`src/rtl/div_iter_unit.sv`:
```
// Iterative radix-2 restoring divider, signed/unsigned, one quotient bit per clock.
// Result is {remainder, quotient}; a zero divisor completes early with a flagged result.
module div_iter_unit #(
  parameter int DATA_W = 32
) (
  input  logic                  clk,
  input  logic                  rst,
  input  logic                  start_i,
  input  logic                  signed_i,
  input  logic                  annul_i,
  input  logic [DATA_W-1:0]     opdata1_i,
  input  logic [DATA_W-1:0]     opdata2_i,
  output logic [2*DATA_W-1:0]   result_o,
  output logic                  ready_o,
  output logic                  busy_o,
  output logic                  div_zero_o
);

  localparam int CNT_W = $clog2(DATA_W + 1);

  typedef enum logic [1:0] {IDLE, DIVZERO, DIVON, END} state_e;

  state_e               state_q, state_d;
  logic [CNT_W-1:0]     cnt_q, cnt_d;
  logic [2*DATA_W-1:0]  result_q, result_d;
  logic                 ready_q, busy_q, dz_q, dz_d;

  logic [DATA_W-1:0]    dvd_raw_q, quot_q, rem_q, dvs_q;
  logic                 neg_quot_q, neg_rem_q;

  logic                 accept;
  logic [DATA_W:0]      trial;
  logic                 trial_ge;
  logic [DATA_W-1:0]    rem_nx, quot_nx;

  function automatic logic [DATA_W-1:0] magnitude(input logic [DATA_W-1:0] v,
                                                  input logic             is_signed);
    return (is_signed && v[DATA_W-1]) ? (~v + DATA_W'(1)) : v;
  endfunction

  function automatic logic [DATA_W-1:0] apply_sign(input logic [DATA_W-1:0] v,
                                                   input logic             neg);
    return neg ? (~v + DATA_W'(1)) : v;
  endfunction

  assign accept = (state_q == IDLE) && start_i && !annul_i;

  // One restoring step: the difference always fits DATA_W bits when it is kept.
  always_comb begin
    trial    = {rem_q, quot_q[DATA_W-1]};
    trial_ge = (trial >= {1'b0, dvs_q});
    rem_nx   = trial_ge ? (trial[DATA_W-1:0] - dvs_q) : trial[DATA_W-1:0];
    quot_nx  = {quot_q[DATA_W-2:0], trial_ge};
  end

  always_comb begin
    state_d  = state_q;
    cnt_d    = '0;
    result_d = result_q;
    dz_d     = dz_q;
    case (state_q)
      IDLE: begin
        dz_d = 1'b0;
        if (accept) begin
          state_d = (opdata2_i == '0) ? DIVZERO : DIVON;
        end
      end
      DIVZERO: begin
        if (annul_i) begin
          state_d  = IDLE;
          result_d = '0;
          dz_d     = 1'b0;
        end else begin
          state_d  = END;
          result_d = {dvd_raw_q, {DATA_W{1'b1}}};
          dz_d     = 1'b1;
        end
      end
      DIVON: begin
        if (annul_i) begin
          state_d  = IDLE;
          result_d = '0;
          dz_d     = 1'b0;
        end else if (cnt_q == CNT_W'(DATA_W - 1)) begin
          state_d  = END;
          result_d = {apply_sign(rem_nx, neg_rem_q), apply_sign(quot_nx, neg_quot_q)};
          dz_d     = 1'b0;
        end else begin
          cnt_d = cnt_q + CNT_W'(1);
        end
      end
      END: begin
        if (annul_i) begin
          state_d  = IDLE;
          result_d = '0;
          dz_d     = 1'b0;
        end else if (!start_i) begin
          state_d = IDLE;
          dz_d    = 1'b0;
        end
      end
      default: begin
        state_d = IDLE;
        dz_d    = 1'b0;
      end
    endcase
  end

  always_ff @(posedge clk or negedge rst) begin
    if (!rst) begin
      state_q  <= IDLE;
      cnt_q    <= '0;
      result_q <= '0;
      ready_q  <= 1'b0;
      busy_q   <= 1'b0;
      dz_q     <= 1'b0;
    end else begin
      state_q  <= state_d;
      cnt_q    <= cnt_d;
      result_q <= result_d;
      ready_q  <= (state_d == END);
      busy_q   <= (state_d == DIVZERO) || (state_d == DIVON);
      dz_q     <= dz_d;
    end
  end

  // Operand registers are only meaningful after an acceptance, so they carry no reset.
  always_ff @(posedge clk) begin
    if (accept) begin
      dvd_raw_q  <= opdata1_i;
      quot_q     <= magnitude(opdata1_i, signed_i);
      dvs_q      <= magnitude(opdata2_i, signed_i);
      rem_q      <= '0;
      neg_quot_q <= signed_i & (opdata1_i[DATA_W-1] ^ opdata2_i[DATA_W-1]);
      neg_rem_q  <= signed_i & opdata1_i[DATA_W-1];
    end else if (state_q == DIVON) begin
      rem_q  <= rem_nx;
      quot_q <= quot_nx;
    end
  end

  assign result_o   = result_q;
  assign ready_o    = ready_q;
  assign busy_o     = busy_q;
  assign div_zero_o = dz_q;

endmodule
```
`config.mk`:
```
export PLATFORM = sky130hd
export DESIGN_NAME = div_iter_unit
export DESIGN_NICKNAME = d
export VERILOG_FILES = /design/src/rtl/div_iter_unit.sv
export SDC_FILE = /design/constraint.sdc
export NUM_CORES = 1
export LEC_CHECK = 0
export BUFFER_PORTS_ARGS = -buffer_cell sky130_fd_sc_hd__buf_4
export CAP_MARGIN = 20
export CORE_MARGIN = 3
export CORE_UTILIZATION = 50
export DETAILED_ROUTE_END_ITERATION = 8
export GPL_TIMING_DRIVEN = 1
export MAX_ROUTING_LAYER = met4
export PLACE_DENSITY = 0.7
export SLEW_MARGIN = 10
export SYNTH_ARGS = -nofsm -noshare
export SYNTH_HDL_FRONTEND = slang
export SYNTH_SLANG_ARGS = --single-unit
```
`constraint.sdc`:
```
create_clock -name clk -period 11.85 [get_ports clk]
set_clock_uncertainty 0.05 [all_clocks]
set_input_delay 1.185 -clock clk [delete_from_list [all_inputs] [get_ports clk]]
set_output_delay 1.185 -clock clk [all_outputs]
set_load 0.01 [all_outputs]
```
==> metrics.txt <==
status=complete, no violations; Clock Latency Late Sink=0.54 ns; Setup violations, final=0; crit-path max FO=40; initial core utilization=0.510; CTS tree=yes; CP delay by family, top=compound AO/OA/AOI/OAI gates; area growth from synthesis to layout=15.3%; post-CTS resize count=0; Final min period=5.12 ns; min-delay worst type=reg -> reg; Routed Antenna Nets=0; synth warn=0; Worst path max stage delay=0.54 ns; HPWL Detailed=26.3 mm; Fin. Hold Viols=0; most frequent cells in the layout=nor2_1 (214), buf_4 (142), nand2_1 (130); share of layout cells above drive strength 1=0.135; slowest CP cell=o21ai_0; synthesized area=12900 um2; chip width=167 um; period utilization=0.432; Max Clock Freq=195 MHz; Worst Tran Pin Value=0.964 ns; WP data arrival=5.45 ns; largest net degree at the start of global routing=76; #FFs+latches synth=205; Placed Area=14100 um2; DR WL/cell=18.6 um; Synth area leader=edfxtp_1; syn_nets=1557; post-synth top area share=0.228; GRT overflow=0; max cap viols=0; vias per inst=5.87; Post-route DRC=0; Syn Inst Count=1445; Post-synth EDFFs=98; antenna violations before repair=1; die footprint=27800 um2; first-pass GRT wire length=57.1 mm; maximum VDD drop=0.263 mV; input/output buffers=135; most common cell after layout, fill and taps aside=nor2_1; WP buf/inv=1; vias in the first global route=10.7k; asr flop ratio synth=0.366; main area contributors after synthesis=edfxtp_1 (23%), dfrtp_1 (15%), nor2_1 (6.2%), xnor2_1 (5.5%), dfxtp_1 (5.0%); Cell Pwr Density=304 nW/um2; FP Rows=58; Die Height=167 um; post-layout instance area=14900 um2; setup TNS=0 ns; WL final=35.0 mm; final RePlAce weighted congestion=0.950; RSZ-0062 raised after global routing=no; Worst setup SP type=flip-flop; CP Cell Sequence=ha_1, a21oi_2, a21boi_1, a211o_1, o311ai_2, nand2_4, o21ai_0, ha_1, inv_1, a211o_1, or3b_4, or2_1, o31ai_2, xnor2_1, a31oi_1; Crit. End Element=flip-flop; cts bufs inserted=25; Core ar.=25300 um2; first drt pass iteration count=5; count of cell types in the netlist=83; register area share after synthesis=0.422; setup bufs post-CTS=0; WS Path Type=reg -> reg; H-tree depth=1; CP Data Required Time=12.18 ns; hold_buf cts=0; clock slew at reported path FFs=0.06 ns; via count=11.1k; Ports=136; DR iter-0 viols=766; CTS Root Buffer Type=clkbuf_16; commonest register cell after synthesis=edfxtp_1; Avg Inst Size Synth=8.94 um2; Leakage=6.01 nW; pins over their slew limit=0; CTS sink cnt=205; GRT Util Overall=0.255; Hold Worst Slack=0.412 ns; n_diodes=0; Final Net Count=1649; Max Root-Sink Buffers=3; max_slew headroom=0.357
==> report_power, final <==
group	internal, mW	switching (mW)
Clock	0.451	0.309
Combinational	0.943	1.54
Sequential	1.06	0.233
Total	2.45	2.09
==> worst register-to-register path, cell delays in order (launching register included) <==
cell	delay, ns
dfxtp_1	0.36
ha_1	0.44
a21oi_2	0.28
a21boi_1	0.16
a211o_1	0.36
o311ai_2	0.47
nand2_4	0.40
o21ai_0	0.55
ha_1	0.32
inv_1	0.10
a211o_1	0.30
or3b_4	0.44
or2_1	0.27
o31ai_2	0.21
xnor2_1	0.14
a31oi_1	0.11
==> metal layers <==
metal / GRT usage / share of wire / vias up
met5: - / 0 / -
met4: 0.0495 / 0.017 / 0
met3: 0.0311 / 0.052 / 52
met2: 0.415 / 0.48 / 290
met1: 0.348 / 0.45 / 5356
li1: - / - / 5381
==> path summary, 6_finish.rpt <==
kind,to,slack (ns),cells after the start,from
max reg2reg,result_o[60],6.73,15,rem_q[10]
max in group asynchronous,result_o[27],10.37,1,rst
min reg2reg,cnt_q[0],0.41,1,cnt_q[0]
max,result_o[60],6.73,15,rem_q[10]
min,cnt_q[0],0.41,1,cnt_q[0]
min in group asynchronous,busy_o,0.76,1,rst
==> registers in the layout, summed over array words and instances, names as in the netlist <==
name        count
cnt_q           6
state_q         2
dvd_raw_q      32
busy_o          1
neg_quot_q      1
div_zero_o      1
ready_o         1
neg_rem_q       1
rem_q          32
result_o       64
dvs_q          32
quot_q         32
==> cells by family (layout without fill, tap and decap cells) <==
group | after synthesis | in the layout | synth area share
and+or+nand+nor | 498 | 498 | 0.178
AOI/OAI and AO/OA | 391 | 391 | 0.194
DFF | 205 | 205 | 0.422
xor gates and xnor gates | 145 | 145 | 0.0983
buffers and inverters | 135 | 246 | 0.0435
adders and majority gates | 43 | 43 | 0.0422
muxes | 28 | 28 | 0.0219
==> cell usage after synthesis (4+ instances only) <==
| master | count |
|---|---|
| a211oi_1 | 29 |
| a21o_1 | 6 |
| a21oi_1 | 115 |
| a221oi_1 | 23 |
| a31oi_1 | 8 |
| and2_1 | 4 |
| and3_1 | 7 |
| buf_1 | 7 |
| buf_2 | 9 |
| buf_4 | 7 |
| clkbuf_1 | 52 |
| dfrtp_1 | 75 |
| dfxtp_1 | 32 |
| edfxtp_1 | 98 |
| ha_1 | 42 |
| inv_1 | 56 |
| mux2i_1 | 26 |
| nand2_1 | 130 |
| nand2b_1 | 13 |
| nand3_1 | 22 |
| nand4_1 | 10 |
| nor2_1 | 215 |
| nor3_1 | 33 |
| nor4_1 | 14 |
| o211ai_1 | 12 |
| o21a_1 | 11 |
| o21ai_0 | 102 |
| o22ai_1 | 7 |
| o31ai_1 | 25 |
| o41ai_1 | 14 |
| or3_1 | 7 |
| or4_1 | 14 |
| xnor2_1 | 81 |
| xor2_1 | 64 |
==> area by class of cell <==
type | instances | area (um2)
tap | 330 | 413
clock inverter | 14 | 134
timing repair buffer | 142 | 1070
inverter | 58 | 221
sequential | 205 | 5460
clock buffer | 32 | 682
fill | 2278 | 10400
multi-input combinational | 1105 | 6920
==> through the flow <==
stage,utilization,setup WS (ns),instances,power [mW]
after floorplan,-,7.16,1445,3.03
after CTS,0.588,6.80,1886,4.54
after detailed placement,0.556,6.83,1840,3.77
after global placement,0.556,6.90,1840,3.73
final,0.588,6.73,1886,4.54
after global routing,0.588,6.39,1886,4.89
(Power assumes the default switching activity.)
